File: config.mk
export PLATFORM = sky130hd
export DESIGN_NAME = phrase_sequencer
export DESIGN_NICKNAME = d
export VERILOG_FILES = /design/src/rtl/phrase_sequencer_pkg.sv /design/src/rtl/phrase_sequencer_token_fifo.sv /design/src/rtl/phrase_sequencer.sv
export SDC_FILE = /design/constraint.sdc
export NUM_CORES = 1
export LEC_CHECK = 0
export ABC_CLOCK_PERIOD_IN_PS = 7800
export CORE_UTILIZATION = 30
export CTS_CLUSTER_DIAMETER = 50
export DETAILED_ROUTE_END_ITERATION = 7
export MAX_ROUTING_LAYER = met4
export PLACE_DENSITY = 0.53
export SYNTH_ARGS = -nofsm -noshare
export SYNTH_HDL_FRONTEND = slang
export SYNTH_HIERARCHICAL = 1
export SYNTH_SLANG_ARGS = --single-unit
File: constraint.sdc
create_clock -name clk -period 7.8 [get_ports clk]
set_clock_uncertainty 0.2 [all_clocks]
set_input_delay 1.56 -clock clk [delete_from_list [all_inputs] [get_ports clk]]
set_output_delay 1.56 -clock clk [all_outputs]
set_load 0.02 [all_outputs]
File: src/rtl/phrase_sequencer_pkg.sv
// phrase_pkg: shared definitions for the phrase sequencer.
//   word_id_t / word_e : 5-bit word identifiers (digits, operators, ...)
//   WORD_MAX           : highest identifier that owns a clip in flash
//   state_t            : sequencer FSM states
//   clip_t, clip_addr  : flash start/end byte address of a word's clip
package phrase_pkg;

    typedef logic [4:0] word_id_t;

    typedef enum word_id_t {
        WORD_ZERO     = 5'd0,
        WORD_ONE      = 5'd1,
        WORD_TWO      = 5'd2,
        WORD_THREE    = 5'd3,
        WORD_FOUR     = 5'd4,
        WORD_FIVE     = 5'd5,
        WORD_SIX      = 5'd6,
        WORD_SEVEN    = 5'd7,
        WORD_EIGHT    = 5'd8,
        WORD_NINE     = 5'd9,
        WORD_PLUS     = 5'd10,
        WORD_MINUS    = 5'd11,
        WORD_TIMES    = 5'd12,
        WORD_DIVIDE   = 5'd13,
        WORD_EQUALS   = 5'd14,
        WORD_POINT    = 5'd15,
        WORD_NEGATIVE = 5'd16,
        WORD_ERROR    = 5'd17
    } word_e;

    localparam word_id_t WORD_MAX = WORD_ERROR;

    typedef enum logic [2:0] {
        IDLE,
        LOOKUP,
        START,
        WAIT,
        GAP,
        DONE
    } state_t;

    typedef struct packed {
        logic [23:0] start_addr;
        logic [23:0] end_addr;
    } clip_t;

    // Each clip owns one 64 KiB flash page selected by its word ID.
    function automatic clip_t clip_addr(input word_id_t id);
        clip_t c;
        c.start_addr = {3'b000, id, 16'h0000};
        c.end_addr   = {3'b000, id, 16'hFFFF};
        return c;
    endfunction

endpackage

File: src/rtl/phrase_sequencer_token_fifo.sv
// token_fifo: synchronous FIFO of word IDs.
//   clk, reset (sync, active-low)
//   push/push_data : write a token (ignored when full)
//   pop            : drop the head token (ignored when empty)
//   clear          : empty the FIFO, wins over push/pop
//   head           : token at the read pointer
//   count          : tokens held; full/empty flags
module token_fifo
    import phrase_pkg::*;
#(
    parameter int unsigned DEPTH = 8
) (
    input  logic                         clk,
    input  logic                         reset,
    input  logic                         push,
    input  word_id_t                     push_data,
    input  logic                         pop,
    input  logic                         clear,
    output word_id_t                     head,
    output logic [$clog2(DEPTH+1)-1:0]   count,
    output logic                         full,
    output logic                         empty
);

    localparam int unsigned AW = $clog2(DEPTH);
    localparam int unsigned CW = $clog2(DEPTH + 1);

    word_id_t       mem [DEPTH];
    logic [AW-1:0]  wr_ptr;
    logic [AW-1:0]  rd_ptr;
    logic           do_push;
    logic           do_pop;

    assign full    = (count == CW'(DEPTH));
    assign empty   = (count == '0);
    assign do_push = push && !full;
    assign do_pop  = pop && !empty;
    assign head    = mem[rd_ptr];

    // DEPTH is a power of two, so pointer overflow is the modulo wrap.
    always_ff @(posedge clk) begin
        if (!reset) begin
            wr_ptr <= '0;
            rd_ptr <= '0;
            count  <= '0;
        end else if (clear) begin
            wr_ptr <= '0;
            rd_ptr <= '0;
            count  <= '0;
        end else begin
            if (do_push) begin
                mem[wr_ptr] <= push_data;
                wr_ptr      <= wr_ptr + 1'b1;
            end
            if (do_pop) begin
                rd_ptr <= rd_ptr + 1'b1;
            end
            case ({do_push, do_pop})
                2'b10:   count <= count + 1'b1;
                2'b01:   count <= count - 1'b1;
                default: ;
            endcase
        end
    end

endmodule

File: src/rtl/phrase_sequencer.sv
// phrase_sequencer: queues a phrase of word IDs and plays it clip by clip
// through the audio controller.
//   clk, reset (sync, active-low)
//   tok_id/tok_valid/tok_ready : token enqueue handshake (IDLE only)
//   clear                      : flush the queue (IDLE only)
//   play                       : start speaking the queued phrase
//   start_address/end_address  : clip byte range for the audio controller
//   start / finish             : clip start pulse / clip complete
//   busy, done                 : phrase in progress / phrase complete pulse
//   count                      : tokens currently queued
// Build option: define SEQ_GAP_EN to insert GAP_CYCLES of silence after
// every clip (including the last, before done).
module phrase_sequencer
    import phrase_pkg::*;
#(
    parameter int unsigned DEPTH      = 8,
    parameter int unsigned GAP_CYCLES = 1000
) (
    input  logic                         clk,
    input  logic                         reset,
    input  logic [4:0]                   tok_id,
    input  logic                         tok_valid,
    output logic                         tok_ready,
    input  logic                         clear,
    input  logic                         play,
    output logic [23:0]                  start_address,
    output logic [23:0]                  end_address,
    output logic                         start,
    input  logic                         finish,
    output logic                         busy,
    output logic                         done,
    output logic [$clog2(DEPTH+1)-1:0]   count
);

    localparam int unsigned CW = $clog2(DEPTH + 1);

    state_t    state;
    word_id_t  head;
    logic      full;
    logic      empty;
    logic      idle;
    logic      fifo_push;
    logic      fifo_pop;
    logic      fifo_clear;
    clip_t     clip;

    assign idle       = (state == IDLE);
    assign tok_ready  = idle && !full && !clear;
    assign fifo_push  = tok_valid && tok_ready;
    assign fifo_clear = idle && clear;
    assign fifo_pop   = (state == LOOKUP);
    assign clip       = clip_addr(head);

    token_fifo #(
        .DEPTH(DEPTH)
    ) u_fifo (
        .clk       (clk),
        .reset     (reset),
        .push      (fifo_push),
        .push_data (tok_id),
        .pop       (fifo_pop),
        .clear     (fifo_clear),
        .head      (head),
        .count     (count),
        .full      (full),
        .empty     (empty)
    );

`ifdef SEQ_GAP_EN
    // A zero-length gap still spends one cycle in GAP.
    localparam int unsigned GW = (GAP_CYCLES == 0) ? 1 : $clog2(GAP_CYCLES + 1);
    localparam logic [GW-1:0] GAP_LAST = (GAP_CYCLES == 0) ? '0 : GW'(GAP_CYCLES - 1);

    logic [GW-1:0] gap_cnt;
`endif

    always_ff @(posedge clk) begin
        if (!reset) begin
            state         <= IDLE;
            start         <= 1'b0;
            done          <= 1'b0;
            busy          <= 1'b0;
            start_address <= '0;
            end_address   <= '0;
`ifdef SEQ_GAP_EN
            gap_cnt       <= '0;
`endif
        end else begin
            start <= 1'b0;
            done  <= 1'b0;
            case (state)
                IDLE: begin
                    // play with clear is dropped: the queue is being flushed.
                    if (play && !empty && !clear) begin
                        state <= LOOKUP;
                        busy  <= 1'b1;
                    end
                end
                LOOKUP: begin
                    // The head is popped this cycle regardless of validity;
                    // start rises together with the START state.
                    if (head <= WORD_MAX) begin
                        start_address <= clip.start_addr;
                        end_address   <= clip.end_addr;
                        start         <= 1'b1;
                        state         <= START;
                    end else if (count > CW'(1)) begin
                        state <= LOOKUP;
                    end else begin
                        state <= DONE;
                    end
                end
                START: begin
                    state <= WAIT;
                end
                WAIT: begin
                    if (finish) begin
`ifdef SEQ_GAP_EN
                        gap_cnt <= '0;
                        state   <= GAP;
`else
                        state   <= empty ? DONE : LOOKUP;
`endif
                    end
                end
`ifdef SEQ_GAP_EN
                GAP: begin
                    if (gap_cnt == GAP_LAST) begin
                        state <= empty ? DONE : LOOKUP;
                    end else begin
                        gap_cnt <= gap_cnt + 1'b1;
                    end
                end
`endif
                DONE: begin
                    done  <= 1'b1;
                    busy  <= 1'b0;
                    state <= IDLE;
                end
                default: begin
                    state <= IDLE;
                end
            endcase
        end
    end

endmodule

==> results of run 1 <==
[cell usage after synthesis, types with 3 or more instances]
| master | instances | area [um^2] |
|---|---|---|
| inv_1 | 5 | 18.8 |
| xor2_1 | 5 | 43.8 |
| dfxtp_1 | 25 | 500 |
| buf_4 | 43 | 323 |
| nand2b_1 | 4 | 25.0 |
| edfxtp_1 | 40 | 1200 |
| nand3_1 | 3 | 15.0 |
| mux2i_1 | 5 | 50.1 |
| nor2_1 | 22 | 82.6 |
| a21oi_1 | 4 | 20.0 |
| mux4_2 | 10 | 225 |
| clkbuf_1 | 4 | 15.0 |
| ha_1 | 5 | 62.6 |
| nor3_1 | 4 | 20.0 |
| nand2_1 | 16 | 60.1 |
| mux2_2 | 5 | 56.3 |
[registers in the layout, indices dropped and copies added (netlist names), named ones only]
register / cells
end_address: 6
u_fifo/count: 4
u_fifo/wr_ptr: 3
state: 3
start: 1
done: 1
busy: 1
u_fifo/mem: 40
u_fifo/rd_ptr: 3
[layout make-up]
type,count,area (um^2),area share
clock inverter,7,61.3,0.0171
multi-input combinational,139,1070,0.299
timing repair buffer,44,440,0.123
inverter,6,23.8,0.00662
tap,133,166,0.0463
clock buffer,9,124,0.0345
sequential,65,1700,0.474
[cell families (layout without fill, tap and decap cells)]
family                   count (synthesis)  after routing  synth area share
flip-flops                              65             65             0.556
AND/OR/NAND/NOR                         65             65             0.114
buffers and inverters                   53             66             0.118
AO/OA/AOI/OAI                           20             20            0.0581
multiplexers                            20             20             0.108
adder cells (fa/ha/maj)                  6              6            0.0270
XOR/XNOR                                 6              6            0.0172
other                                    1             22           0.00123
[worst reg2reg max path, cell delays in order (launching register included)]
cell	delay, ns
dfxtp_1	0.37
nor3_1	0.48
nor3b_1	0.29
and2_1	0.27
nand2_4	0.09
or3_4	0.39
nor3_1	0.68
[power by group]
part	internal [mW]	total, mW	leakage (nW)	switching [mW]
clock network	0.121	0.261	0.0884	0.141
logic	0.0146	0.0410	0.547	0.0264
registers	0.366	0.368	0.561	0.00234
total	0.501	0.670	1.20	0.169
[worst paths after layout]
path | from | endpoint | slack, ns | cells after the start
setup / recovery | clear | tok_ready | 3.16 | 3
hold / removal | end_address[17]$_SDFFE_PN0P_ | end_address[17]$_SDFFE_PN0P_ | 0.28 | 2
setup reg to reg | state[0]$_SDFFE_PN0P_ | u_fifo/mem[0][2]$_DFFE_PP_ | 4.66 | 6
hold reg to reg | end_address[17]$_SDFFE_PN0P_ | end_address[17]$_SDFFE_PN0P_ | 0.28 | 2
[through the flow]
step | setup slack [ns] | cell area [um^2]
after floorplan | 3.90 | 3140
after global placement | 3.18 | 3410
after detailed placement | 3.15 | 3410
after CTS | 3.15 | 3590
after global routing | 3.09 | 3590
final | 3.16 | 3590
[metal layers]
layer | part of all wire | up-vias
met3 | 0.046 | 9
met4 | 0.019 | 0
met1 | 0.47 | 820
li1 | - | 848
met5 | 0 | -
met2 | 0.47 | 57
==> flow_metrics.tcl, run 1 <==
set metrics [dict create \
    cp_top_family "buffers and inverters" \
    cts.path.max_buffers 2 \
    final_common_cell "clkdlybuf4s50_1" \
    final_antenna_net_count 0 \
    post-cts-setup-buffers 0 \
    yosysWarningCount 6 \
    numCtsBuffers 9 \
    vias 1734 \
    die-area_um2 10600 \
    power_mw 0.670 \
    placed_cells 387 \
    hp-class "reg2reg" \
    drtIter0Drc 53 \
    fin_setup_tns_ns 0 \
    drc_errors 0 \
    global_route.usage.met2 0.168 \
    placementRows 36 \
    fin_crit_ns 4.64 \
    layout.nets 282 \
    die_w_um 103 \
    fmax_mhz 216 \
    cp_slowest_stage_delay_ns 0.64 \
    crit_fanout 3 \
    cap_violations 0 \
    rsz0062_at_grt "no" \
    maxSlewViolCount 0 \
    clock-sinks 65 \
    core_um2 9820 \
    endpoint_kind "primary output" \
    fin_cells 403 \
    status "complete, no violations" \
    cts.clk_slew.worst_paths_ns 0.07 \
    grt_max_degree 18 \
    powerDensity_nw_per_um2 187 \
    use_met3 0.0264 \
    root_buffer "clkbuf_8" \
    critical_path_class "in2out" \
    insertedDiodeCount 0 \
    cp_data_arrival_time_ns 2.88 \
    final_util 0.366 \
    hold_buffers 0 \
    finalSetupViolations 0 \
    timing.hold.ws_ns 0.276 \
    drive_gt1_frac 0.156 \
    vias_per_cell 4.30 \
    place_congestion 0.791 \
    die_y_um 103 \
    syn_inst 236 \
    fillers 968 \
    htreeDepth 3 \
    yosysUniqueCellTypes 44 \
    worst-path-buf-inv 2 \
    synth.cell_area_um2 3060 \
    grt_overflow 0 \
    syn_area_per_cell_um2 13.0 \
    cts_tree "built" \
    cpMostUsedCell "clkdlybuf4s50_1" \
    ys_seq_elements 65 \
    finalCritPeriodShare 0.594 \
    grt_pass1_vias 1577 \
    finalWirelength_mm 5.22 \
    peakVddDrop_mv 0.0869 \
    worstPathRequired_ns 6.04 \
    max_slew_margin 0.410 \
    yosysSeqAreaShare 0.556 \
    grt_pass1_wl_mm 8.16 \
    busiest_layer "met2" \
    hold_viol 0 \
    synthArstFlopShare 0 \
    synthFlopType "edfxtp_1" \
    worst_pin_slew_ns 0.878 \
    clk_latency_ns 0.34 \
    ctsResizeCount 0 \
    drtPass1Iterations 4 \
    layout_common_cells "clkdlybuf4s50_1, edfxtp_1, dfxtp_1" \
    p_leak_nw 1.20 \
    antenna_found_initial 0 \
    portBuffers 44 \
    synth_enable_flop_cells 40 \
    critPathSlowestCell "clkdlybuf4s50_1" \
    crit_chain "clkdlybuf4s50_1 -> nor3b_1 -> clkdlybuf4s50_1" \
    grt_use_total 0.111 \
    design.portCount 67 \
    place_hpwl_mm 3.76 \
    crit_path_start_kind "input pin" \
    wire_per_inst_um 13.0 \
    area_growth_pct 17.4 \
    start_util 0.312 \
    use_met1 0.139 \
]
No activity file was read; power rests on OpenSTA's default activity.
==> run 2: changes to the inputs <==
- ABC_CLOCK_PERIOD_IN_PS: 7800 -> 3940
- PLACE_DENSITY: 0.53 -> 0.55
- clock period: 7.8 -> 3.94 ns (I/O delays scaled with it)
==> run 2 against run 1 <==
Effect of this change:
- combinational power is 110% higher
- non-clock buffer count increased by 6
- critical path depth did not move
- core utilization increased by 1.2 points
- sequential share of layout area down 1.5 points
- critical path type unchanged
- highest routed layer unchanged
==> flow_metrics.tcl, run 2 (synthesized netlist as in run 1, its figures left out) <==
set metrics [dict create \
    status "complete, no violations" \
    cts_tree "built" \
    drc_errors 0 \
    grt_pass1_vias 1690 \
    cap_violations 0 \
    clk_latency_ns 0.34 \
    placed_cells 393 \
    worst_pin_slew_ns 0.716 \
    power.switching_mw 0.311 \
    fmax_mhz 321 \
    cp_top_family "buffers and inverters" \
    final_antenna_net_count 0 \
    clock-sinks 65 \
    rsz0062_at_grt "no" \
    fin_crit_ns 3.11 \
    cpMostUsedCell "clkdlybuf4s50_1" \
    die_w_um 103 \
    critPathSlowestCell "clkdlybuf4s50_1" \
    finalWirelength_mm 5.53 \
    peakVddDrop_mv 0.196 \
    powerDensity_nw_per_um2 417 \
    wire_per_inst_um 13.5 \
    post-cts-setup-buffers 0 \
    place_hpwl_mm 3.91 \
    finalSetupViolations 0 \
    root_buffer "clkbuf_8" \
    vias 1780 \
    p_leak_nw 1.27 \
    drive_gt1_frac 0.167 \
    power_mw 1.55 \
    design.portCount 67 \
    crit_path_start_kind "input pin" \
    htreeDepth 3 \
    grt_max_degree 18 \
    layout_common_cells "clkdlybuf4s50_1, edfxtp_1, dfxtp_1" \
    place_ws_ns 0.589 \
    fin_setup_tns_ns 0 \
    place_congestion 0.755 \
    numCtsBuffers 9 \
    finalCritPeriodShare 0.791 \
    endpoint_kind "primary output" \
    ctsResizeCount 0 \
    antenna_found_initial 0 \
    cts.path.max_buffers 2 \
    fin_cells 409 \
    seq_power_share 0.472 \
    die-area_um2 10600 \
    cts.clk_slew.worst_paths_ns 0.07 \
    largest_reg_flops 40 \
    vias_per_cell 4.35 \
    worst-path-buf-inv 2 \
    worstPathRequired_ns 2.95 \
    largest-register "u_fifo/mem" \
    drtIter0Drc 76 \
    drtPass1Iterations 4 \
    layout.nets 288 \
    maxSlewViolCount 0 \
    timing.hold.ws_ns 0.275 \
    top_regs "u_fifo/mem: 40 flops, end_address: 6 flops, u_fifo/count: 4 flops" \
    grt_overflow 0 \
    crit_fanout 3 \
    p_sw_frac 0.201 \
    insertedDiodeCount 0 \
    max_slew_margin 0.522 \
    placementRows 36 \
    grt_use_total 0.117 \
    grt_pass1_wl_mm 8.71 \
    die_y_um 103 \
    hold_viol 0 \
    area_growth_pct 21.2 \
    cp_slowest_stage_delay_ns 0.66 \
    core_um2 9820 \
    clockPowerShare 0.474 \
    final_common_cell "clkdlybuf4s50_1" \
    portBuffers 44 \
    hold_buffers 0 \
    cp_data_arrival_time_ns 2.13 \
    p_int_mw 1.23 \
    hp-class "reg2reg" \
    critical_path_class "in2out" \
    finalWorstSetupSlack_ns 0.825 \
    crit_chain "clkdlybuf4s50_1 -> nor3b_1 -> clkdlybuf4s50_1" \
    power_frac_comb 0.055 \
    start_util 0.312 \
]
run 2: cell types whose count changed in the layout (fill, tap and decap cells not counted), sizes merged:
cell      change
clkinvlp      -2
bufinv        +4
clkinv        +1
inv           -3
buf           +6
run 2: layout make-up:
class / count / area, um^2
fill: 951 / 6110
sequential: 65 / 1700
multi-input combinational: 139 / 1070
timing repair buffer: 50 / 485
tap: 133 / 166
clock inverter: 7 / 133
clock buffer: 9 / 124
inverter: 6 / 23.8
run 2: through the flow:
stage               area (um^2)  utilization
floorplan                  3140            -
global placement           3450        0.352
detailed placement         3450        0.352
CTS                        3710        0.378
global route               3710        0.378
finish                     3710        0.378
run 2: path summary, 6_finish.rpt:
| check | start | endpoint | slack [ns] | depth (start not counted) |
|---|---|---|---|---|
| worst min-delay path | end_address[16]$_SDFFE_PN0P_ | end_address[16]$_SDFFE_PN0P_ | 0.28 | 2 |
| worst max register to register | state[1]$_SDFFE_PN0P_ | u_fifo/count[3]$_SDFFE_PP0P_ | 0.93 | 10 |
| worst min register to register | end_address[16]$_SDFFE_PN0P_ | end_address[16]$_SDFFE_PN0P_ | 0.28 | 2 |
| worst max-delay path | clear | tok_ready | 0.83 | 3 |
run 2: worst min-delay path, cell delays in order (launching register included):
cell and delay [ns]:
dfxtp_1 0.32, nand2_1 0.06, mux2i_1 0.05
run 2: power groups by stage:
stage	Sequential, mW	Clock [mW]	Combinational (mW)
after floorplan	0.745	0	0.0697
after global placement	0.744	0	0.0840
after detailed placement	0.745	0	0.0848
after CTS	0.729	0.740	0.0849
after global routing	0.730	0.776	0.0935
final	0.729	0.732	0.0843
run 2: per-layer routing:
metal	global-route usage	up-vias	routed length, um	part of all wire
met5	-	-	0	0
met4	0.0553	0	56	0.010
met3	0.0285	7	240	0.043
met2	0.173	63	2600	0.47
met1	0.150	850	2630	0.48
li1	-	860	-	-
